### src/rtl/aes_shift_rows_stage.sv
// Registered ShiftRows/InvShiftRows stage with a 2-entry skid buffer; optional macro AES_SHIFT_ROWS_STAGE_COUNT_EN adds Block_count.
// Latency: 1 cycle from input transfer to Out_*; sustains 1 block/cycle.
// Backpressure: In_ready/Out_valid are registered from occupancy, so there is no combinational Out_ready->In_ready path.
`ifndef AES_BLOCK_SIZE
`define AES_BLOCK_SIZE 128
`endif

module aes_shift_rows_stage #(
  parameter int BLOCK_SIZE = `AES_BLOCK_SIZE
) (
  input  logic                  Clk,
  input  logic                  Rst_n,
  input  logic                  In_valid,
  output logic                  In_ready,
  input  logic                  In_encrypt,
  input  logic [BLOCK_SIZE-1:0] In_block,
  output logic                  Out_valid,
  input  logic                  Out_ready,
  output logic                  Out_encrypt,
  output logic [BLOCK_SIZE-1:0] Out_block
`ifdef AES_SHIFT_ROWS_STAGE_COUNT_EN
  ,
  output logic [31:0]           Block_count
`endif
);

  localparam int DEPTH = 2;
  localparam logic [1:0] CNT_FULL = 2'(DEPTH);

  logic [BLOCK_SIZE-1:0] enc_blk;
  logic [BLOCK_SIZE-1:0] dec_blk;
  logic [BLOCK_SIZE-1:0] perm_blk;

  logic [1:0]            cnt;
  logic [1:0]            cnt_nxt;
  logic [BLOCK_SIZE-1:0] head_blk;
  logic                  head_enc;
  logic [BLOCK_SIZE-1:0] skid_blk;
  logic                  skid_enc;
  logic                  in_ready_q;
  logic                  out_valid_q;

  logic push;
  logic pop;
  logic load_head;
  logic head_from_skid;
  logic load_skid;

  // Byte k = row (k%4), column (k/4); row r rotates left by r for encrypt, right for decrypt.
  for (genvar c = 0; c < 4; c++) begin : g_col
    for (genvar r = 0; r < 4; r++) begin : g_row
      assign enc_blk[8*(r+4*c) +: 8] = In_block[8*(r+4*((c+r)%4)) +: 8];
      assign dec_blk[8*(r+4*c) +: 8] = In_block[8*(r+4*((c-r+4)%4)) +: 8];
    end
  end

  assign perm_blk = In_encrypt ? enc_blk : dec_blk;

  assign push = In_valid & in_ready_q;
  assign pop  = out_valid_q & Out_ready;

  always_comb begin
    cnt_nxt        = cnt;
    load_head      = 1'b0;
    head_from_skid = 1'b0;
    load_skid      = 1'b0;
    case (cnt)
      2'd0: begin
        if (push) begin
          load_head = 1'b1;
          cnt_nxt   = 2'd1;
        end
      end
      2'd1: begin
        if (push && pop) begin
          load_head = 1'b1;
        end else if (push) begin
          load_skid = 1'b1;
          cnt_nxt   = 2'd2;
        end else if (pop) begin
          cnt_nxt   = 2'd0;
        end
      end
      2'd2: begin
        // In_ready is low at full, so only a pop can happen here.
        if (pop) begin
          load_head      = 1'b1;
          head_from_skid = 1'b1;
          cnt_nxt        = 2'd1;
        end
      end
      default: cnt_nxt = 2'd0;
    endcase
  end

  always_ff @(posedge Clk or negedge Rst_n) begin
    if (!Rst_n) begin
      cnt         <= 2'd0;
      in_ready_q  <= 1'b0;
      out_valid_q <= 1'b0;
      head_blk    <= '0;
      head_enc    <= 1'b0;
      skid_blk    <= '0;
      skid_enc    <= 1'b0;
    end else begin
      cnt         <= cnt_nxt;
      in_ready_q  <= (cnt_nxt != CNT_FULL);
      out_valid_q <= (cnt_nxt != 2'd0);
      if (load_head) begin
        head_blk <= head_from_skid ? skid_blk : perm_blk;
        head_enc <= head_from_skid ? skid_enc : In_encrypt;
      end
      if (load_skid) begin
        skid_blk <= perm_blk;
        skid_enc <= In_encrypt;
      end
    end
  end

  assign In_ready    = in_ready_q;
  assign Out_valid   = out_valid_q;
  assign Out_block   = head_blk;
  assign Out_encrypt = head_enc;

`ifdef AES_SHIFT_ROWS_STAGE_COUNT_EN
  logic [31:0] block_count_q;

  always_ff @(posedge Clk or negedge Rst_n) begin
    if (!Rst_n) begin
      block_count_q <= 32'd0;
    end else if (pop) begin
      block_count_q <= block_count_q + 32'd1;
    end
  end

  assign Block_count = block_count_q;
`endif

endmodule

### config.mk
export PLATFORM = sky130hd
export DESIGN_NAME = aes_shift_rows_stage
export DESIGN_NICKNAME = d
export VERILOG_FILES = /design/src/rtl/aes_shift_rows_stage.sv
export SDC_FILE = /design/constraint.sdc
export NUM_CORES = 1
export LEC_CHECK = 0
export CAP_MARGIN = 20
export CORE_MARGIN = 2
export CORE_UTILIZATION = 52
export DETAILED_ROUTE_END_ITERATION = 7
export DONT_BUFFER_PORTS = 1
export HOLD_SLACK_MARGIN = 0.03
export PLACE_DENSITY = 0.77
export REMOVE_ABC_BUFFERS = 1
export SYNTH_ARGS = -nofsm -noshare
export SYNTH_HDL_FRONTEND = slang
export SYNTH_SLANG_ARGS = --single-unit
### constraint.sdc
create_clock -name Clk -period 5.1 [get_ports Clk]
set_clock_uncertainty 0.15 [all_clocks]
set_input_delay 1.53 -clock Clk [delete_from_list [all_inputs] [get_ports Clk]]
set_output_delay 1.53 -clock Clk [all_outputs]
set_load 0.1 [all_outputs]
==> flow_metrics.tcl, run 1 <==
set metrics [dict create \
    grt_max_degree 263 \
    ctsHoldBuffers 0 \
    status "finished, final reports clean" \
    clkSinkCount 262 \
    grt-ovfl-total 0 \
    gp_congestion 0.752 \
    synthCells 779 \
    hold_viol 0 \
    rows 55 \
    maxClockFrequency_ghz 0.314 \
    cts.path.max_buffers 3 \
    crit_end "In_ready" \
    rsz0062_at_grt "no" \
    synth_cell_type_count 20 \
    grt_pass1_wl_microns 37400 \
    first_iter_violations 188 \
    core_sq_mm 0.0228 \
    clk_pin_slew_worst_paths_ns 0.06 \
    post-cts-setup-buffers 0 \
    initial_core_util_pct 53.3 \
    drive_gt1_share_pct 64.5 \
    drc 0 \
    diodes 0 \
    final_area_sq_mm 0.0132 \
    crit_arrival_ns 1.50 \
    cp_num_cells 0 \
    synth_top_area_cell "dfrtp_1" \
    die_h_microns 157 \
    maxSlewHeadroom_pct 28.1 \
    tns_ns 0 \
    synth.area.top_cells "dfrtp_1, mux2_2, buf_4" \
    startpoint "In_ready" \
    cts_buffers 27 \
    worstMarginPinSlew_ns 1.08 \
    synth.cell_area_sq_mm 0.0122 \
    netlist.area_leader.share_pct 54.0 \
    r2r_slack_ns 1.93 \
    period_minus_slack_ns 3.18 \
    critPathLaunchType "flop" \
    critPathRequiredTime_ns 3.42 \
    htreeDepth 1 \
    cts_tree "done" \
    hpwl_microns 15200 \
    detail-route-antenna-nets 0 \
    worstReg2RegEnd "Out_block[99]" \
    cts-resized-gates 0 \
    finalNetCount 898 \
    regToRegStartpoint "In_ready" \
    path_max_fanout 4 \
    whs_ns 0.352 \
    boundaryPins 264 \
    syn_avg_cell_area_sq_um 15.6 \
    holdCritPathClass "flop to flop" \
    drt-total-wl_microns 23500 \
    antenna_found_initial 0 \
    path_class "flop to output pin" \
    drv_slew 0 \
    via_per_inst 5.72 \
    wire_per_inst_microns 21.4 \
    cap_violations 0 \
    dr.pass1.iters 4 \
    syn_to_final_growth_pct 8.36 \
    cts-root-buf "clkbuf_16" \
    dpl-instance-area_sq_mm 0.0122 \
    dieWidth_microns 157 \
    dieArea_sq_mm 0.0246 \
    dr_total_vias 6286 \
    ys_seq_elements 262 \
    period_share_pct 62.4 \
    end_kind "output pin" \
    track_usage_pct 18.9 \
    finalSetupViolCount 0 \
    yosysWarnings 0 \
    reg2reg_depth 4 \
    ys_seq_area_share_pct 54.0 \
    grt_pass1_vias 6995 \
    io_buffers 0 \
    clock_latency_ns 0.52 \
]
[cell usage in the layout (no fill, tap or decap), types with 4 or more instances in the layout]
cell and instances:
clkbuf_1 6, buf_4 5, dfrtp_1 262, mux2_2 452, bufinv_16 4, nand2_1 4, clkbuf_8 5, clkbuf_16 27
clkinv_2 6
[worst min-delay path by stage]
stage	from	to	slack (ns)	cells past startpoint
6_report	skid_blk[98]	skid_blk[98]	0.35	1
5_1_grt	skid_blk[95]	skid_blk[95]	0.36	1
4_1_cts	skid_blk[35]	skid_blk[35]	0.36	1
3_5_place_dp	skid_blk[53]	skid_blk[53]	0.34	1
3_3_place_gp	skid_blk[61]	skid_blk[61]	0.33	1
2_1_floorplan	skid_blk[0]	skid_blk[0]	0.33	1
[cells in the mapped netlist (all sizes together)]
cell type and number:
clkbuf 4, nand4b 1, nand4bb 1, mux2 452, a21bo 1, and3b 1
nand3 1, nor2b 1, dfrtp 262, buf 45, or2 1, nor2 1
and2 1, o22ai 1, a21oi 1, o311ai 1, nand2 4
[state kept, by name, summed over array words and instances, names as in the netlist]
name         count
In_ready         1
Out_block      128
Out_encrypt      1
Out_valid        1
cnt              2
skid_blk       128
skid_enc         1
[final cells by class]
type	count	area, sq um
Tap cell	313	392
Clock buffer	38	767
Timing Repair Buffer	6	57.6
Sequential cell	262	6560
Clock inverter	11	159
Fill cell	1745	9610
Multi-Input combinational cell	468	5240
[stage by stage]
stage               instances  setup WS, ns  utilization, %
floorplan                 730         -2.93               -
global placement         1049          1.58            53.7
detailed placement       1049          1.51            53.7
CTS                      1098          1.88            57.8
global route             1098          1.80            57.8
finish                   1098          1.92            57.8
[logic make-up (layout without fill, tap and decap cells)]
kind of cell / Yosys count / count (layout) / synth area share [%]
flip-flops: 262 / 262 / 54.0
AO/OA/AOI/OAI: 4 / 4 / 0.309
AND/OR/NAND/NOR: 12 / 12 / 0.710
buffers and inverters: 49 / 55 / 3.14
multiplexers: 452 / 452 / 41.9
[layer usage]
metal	routed length, microns	global-route usage (%)
met2	11200	31.5
met4	495	4.98
met5	0	0
met3	2920	9.03
met1	8880	22.0
Power of run 1 is not shown: default switching activity piles up to over one toggle a cycle in this logic, so the estimate is an artifact.
==> run 2, diff against run 1 <==
--- a/config.mk
+++ b/config.mk
@@ -11,7 +11,7 @@
 export DETAILED_ROUTE_END_ITERATION = 7
 export DONT_BUFFER_PORTS = 1
 export HOLD_SLACK_MARGIN = 0.03
-export PLACE_DENSITY = 0.77
+export PLACE_DENSITY = 0.8
 export REMOVE_ABC_BUFFERS = 1
 export SYNTH_ARGS = -nofsm -noshare
 export SYNTH_HDL_FRONTEND = slang
==> constraint.sdc (replaced) <==
create_clock -name Clk -period 2.8 [get_ports Clk]
set_clock_uncertainty 0.15 [all_clocks]
set_input_delay 0.84 -clock Clk [delete_from_list [all_inputs] [get_ports Clk]]
set_output_delay 0.84 -clock Clk [all_outputs]
set_load 0.1 [all_outputs]
==> flow_metrics.tcl, run 2 (synthesis gave the netlist of run 1 again) <==
set metrics [dict create \
    status "complete, but fails checks" \
    violations "hold timing" \
    clkSinkCount 262 \
    rows 55 \
    grt_pass1_vias 7057 \
    path_class "flop to output pin" \
    drive_gt1_share_pct 65.2 \
    drc 0 \
    track_usage_pct 18.7 \
    grt_max_degree 263 \
    critPathRequiredTime_ns 1.81 \
    clk_pin_slew_worst_paths_ns 0.06 \
    hold_viol 262 \
    io_buffers 0 \
    rsz0062_at_grt "no" \
    syn_to_final_growth_pct 9.45 \
    wire_per_inst_microns 21.1 \
    gr-max-usage-layer "met2" \
    dieArea_sq_mm 0.0246 \
    cts.path.max_buffers 3 \
    hpwl_microns 15300 \
    via_per_inst 5.69 \
    met1_usage_pct 22.2 \
    dr.pass1.iters 4 \
    worstMarginPinSlew_ns 0.983 \
    clock_latency_ns 0.53 \
    whs_ns -0.147 \
    holdCritPathClass "input port to asynchronous set/reset pin" \
    maxSlewHeadroom_pct 34.4 \
    cts_buffers 28 \
    htreeDepth 1 \
    dr_total_vias 6277 \
    post-cts-setup-buffers 0 \
    first_iter_violations 287 \
    boundaryPins 264 \
    finalSetupViolCount 0 \
    finalNetCount 902 \
    final_cell_mix "mux2_2, dfrtp_1, clkbuf_16, clkinv_2, buf_12" \
    initial_core_util_pct 53.3 \
    use_met2_pct 30.8 \
    dieWidth_microns 157 \
    die_h_microns 157 \
    cts-root-buf "clkbuf_16" \
    drv_slew 0 \
    antenna_found_initial 0 \
    cts-resized-gates 0 \
    period_share_pct 89.5 \
    period_minus_slack_ns 2.51 \
    grt_pass1_wl_microns 37100 \
    cts_tree "done" \
    final_common_cell "mux2_2" \
    critPathLaunchType "flop" \
    crit_arrival_ns 1.52 \
    detail-route-antenna-nets 0 \
    path_max_fanout 2 \
    grt-ovfl-total 0 \
    diodes 0 \
    met3_usage_pct 8.03 \
    maxClockFrequency_ghz 0.399 \
    drt-total-wl_microns 23300 \
    reg2reg_depth 4 \
    cp_num_cells 0 \
    end_kind "output pin" \
    cap_violations 0 \
    gp_congestion 0.736 \
    core_sq_mm 0.0228 \
]
run 2: changes by cell type in the layout (fill, tap and decap cells not counted), sizes merged:
cell / delta
clkbuf: -2
buf: +3
inv: -1
bufinv: -1
clkinv: +5
clkinvlp: +2
run 2: layout make-up:
cell class	instances	area (sq um)
clock buffers	36	802
clock inverters	16	171
fillers	1694	9480
multi-input cells	468	5240
flip-flops and latches	262	6560
well taps	313	392
repair buffers	9	143
run 2: worst reg2reg max path, delay by kind of cell, from the launching register on:
family | cells | cell delay, ns
and+or+nand+nor | 1 | 0.20
DFF | 1 | 0.43
AOI/OAI and AO/OA | 1 | 0.42
buffers and inverters | 1 | 0.37
muxes | 1 | 0.51
run 2: metal layers:
metal	wire length (microns)	vias to the layer above
met2	11200	219
met5	0	-
met3	2700	44
met1	8790	3215
li1	-	2799
met4	594	0
run 2: path summary, 6_finish.rpt:
| kind | start | to | slack, ns |
|---|---|---|---|
| setup / recovery | Out_block[75] | Out_block[75] | 0.29 |
| setup reg to reg | Out_valid | Out_block[48] | 0.61 |
| hold / removal | Rst_n | skid_blk[48] | -0.15 |
| min in group Clk | In_block[86] | skid_blk[22] | 0.31 |
| hold reg to reg | skid_blk[85] | skid_blk[85] | 0.35 |
| max in group asynchronous | Rst_n | Out_block[9] | 2.24 |
run 2: per-stage QoR:
stage | utilization [%] | std cells | TNS [ns] | cell area (sq um) | setup WS [ns]
after floorplan | - | 730 | -995.54 | 11800 | -4.83
after global placement | 54.1 | 1052 | 0 | 12300 | 0.320
after detailed placement | 54.1 | 1052 | 0 | 12300 | 0.256
after CTS | 58.4 | 1104 | 0 | 13300 | 0.273
after global routing | 58.4 | 1104 | 0 | 13300 | 0.252
final | 58.4 | 1104 | 0 | 13300 | 0.294
Power of run 2 is left out for the same reason.
==> run 3, diff against run 2 <==
--- a/config.mk
+++ b/config.mk
@@ -5,6 +5,7 @@
 export SDC_FILE = /design/constraint.sdc
 export NUM_CORES = 1
 export LEC_CHECK = 0
+export ABC_AREA = 1
 export CAP_MARGIN = 20
 export CORE_MARGIN = 2
 export CORE_UTILIZATION = 52
@@ -13,6 +14,7 @@
 export HOLD_SLACK_MARGIN = 0.03
 export PLACE_DENSITY = 0.8
 export REMOVE_ABC_BUFFERS = 1
+export SLEW_MARGIN = 5
 export SYNTH_ARGS = -nofsm -noshare
 export SYNTH_HDL_FRONTEND = slang
 export SYNTH_SLANG_ARGS = --single-unit
==> flow_metrics.tcl, run 3 <==
set metrics [dict create \
    diodes 0 \
    multiInputGateArea_sq_mm 0.00568 \
    grt_max_degree 263 \
    clock_latency_ns 0.54 \
    top_layer_used "met4" \
    hold_viol 262 \
    initial_core_util_pct 53.1 \
    rsz0062_at_grt "no" \
    whs_ns -0.148 \
    status "complete, but fails checks" \
    cts_buffers 29 \
    synth_top_area_cell "dfrtp_1" \
    wirelength_met1_microns 14600 \
    end_kind "output pin" \
    htreeDepth 1 \
    cts.path.max_buffers 3 \
    drive_gt1_share_pct 11.2 \
    async_flop_share_pct 100 \
    synth_cell_type_count 15 \
    synth_ff_type "dfrtp_1" \
    detail-route-antenna-nets 0 \
    synth.cell_area_sq_mm 0.0129 \
    grt_pass1_wl_microns 58300 \
    finalSetupViolCount 0 \
    ys_seq_elements 262 \
    wire_per_inst_microns 16.7 \
    r2r_slack_ns 0.82 \
    ys_seq_area_share_pct 50.8 \
    final_area_sq_mm 0.0149 \
    holdCritPathClass "input port to asynchronous set/reset pin" \
    dr_wl_met3_microns 3510 \
    critPathRequiredTime_ns 1.81 \
    drv_slew 0 \
    io_buffers 0 \
    cap_violations 0 \
    cts_tree "done" \
    max_stage_delay_ns 0.39 \
    dr.pass1.iters 7 \
    synth-edff-count 0 \
    period_share_pct 79.5 \
    maxClockFrequency_ghz 0.449 \
    path_buf_inv 1 \
    synth.area.top_cells "dfrtp_1, nand2_1, nand3_1" \
    drc 0 \
    clkSinkCount 262 \
    path_max_fanout 2 \
    crit_family "flip-flops" \
    finalNetCount 1946 \
    crit_arrival_ns 1.24 \
    core_sq_mm 0.0243 \
    drt-total-wl_microns 36000 \
    first_iter_violations 1376 \
    grt-ovfl-total 0 \
    critPathLaunchType "flop" \
    post-cts-setup-buffers 0 \
    netlist.area_leader.share_pct 50.8 \
    hpwl_microns 19900 \
    regArea_sq_mm 0.00656 \
    final_common_cell "nand2_1" \
    dpl-instance-area_sq_mm 0.0139 \
    synthCells 1775 \
    via_per_inst 5.54 \
    grt_pass1_vias 11700 \
    path_class "flop to output pin" \
    wl_met2_microns 16700 \
    worstMarginPinSlew_ns 0.650 \
    final_cell_mix "nand2_1, nand3_1, dfrtp_1, buf_4, clkbuf_16" \
    period_minus_slack_ns 2.23 \
    clk_pin_slew_worst_paths_ns 0.06 \
    syn_avg_cell_area_sq_um 7.27 \
    fill_cells 2102 \
    setup_ws_ns 0.574 \
    tns_ns 0 \
    gp_congestion 0.778 \
    syn_to_final_growth_pct 15.5 \
    boundaryPins 264 \
    antenna_found_initial 0 \
    yosysWarnings 0 \
    rows 57 \
    violations "hold timing" \
    place_ws_ns 0.440 \
    dieWidth_microns 162 \
    path_cells "buf_4" \
    cts-root-buf "clkbuf_16" \
    track_usage_pct 27.1 \
    post-synth-top-count-cell "nand2_1" \
    synthTopCellsByCount "nand2_1, nand3_1, dfrtp_1, buf_2, clkbuf_1" \
    dr_total_vias 12000 \
    die_h_microns 162 \
    dieArea_sq_mm 0.0261 \
    worst_path_max_delay_cell "dfrtp_1" \
    cts-resized-gates 0 \
    maxSlewHeadroom_pct 56.7 \
]
run 3: changes by cell type after synthesis, moves of 10 or more:
cell,change
buf_2,+87
buf_4,-10
buf_6,-11
clkbuf_1,+25
mux2_2,-452
nand2_1,+969
nand3_1,+385
run 3: layer usage:
metal  vias up  GRT usage, %
li1       5694             -
met1      5661          35.9
met2       523          43.6
met3        81          6.60
met4         0          9.86
met5         -             0
run 3: logic make-up (layout without fill, tap and decap cells):
logic type	count (synthesis)	in the layout	synth area share, %
buffers and inverters	145	205	5.51
AO/OA/AOI/OAI	2	2	0.0775
AND/OR/NAND/NOR	1366	1366	43.6
flip-flops	262	262	50.8
run 3: through the flow:
step / cells / hold WS (ns) / util (%)
final: 2159 / -0.148 / 61.3
after global routing: 2159 / -0.181 / 61.3
after floorplan: 1635 / 0.293 / -
after detailed placement: 2106 / 0.309 / 57.2
after global placement: 2106 / 0.303 / 57.2
after CTS: 2159 / -0.174 / 61.3
run 3: cell type report:
type,count,share of cell area [%]
clock buffer,42,5.74
clock inverter,11,0.916
inverter,5,0.143
multi-input combinational,1368,38.1
sequential,262,44.0
tap,324,2.72
timing repair buffer,147,8.33
run 3: final timing paths:
kind | from | end | cells after the start
max in group asynchronous | Rst_n | Out_block[115] | 0
worst max register to register | Out_valid | Out_block[36] | 6
worst min-delay path | Rst_n | Out_block[33] | 0
min in group Clk | In_block[116] | skid_blk[52] | 2
worst max-delay path | Out_valid | Out_valid | 1
worst min register to register | skid_blk[24] | skid_blk[24] | 2
Power of run 3 is left out for the same reason.
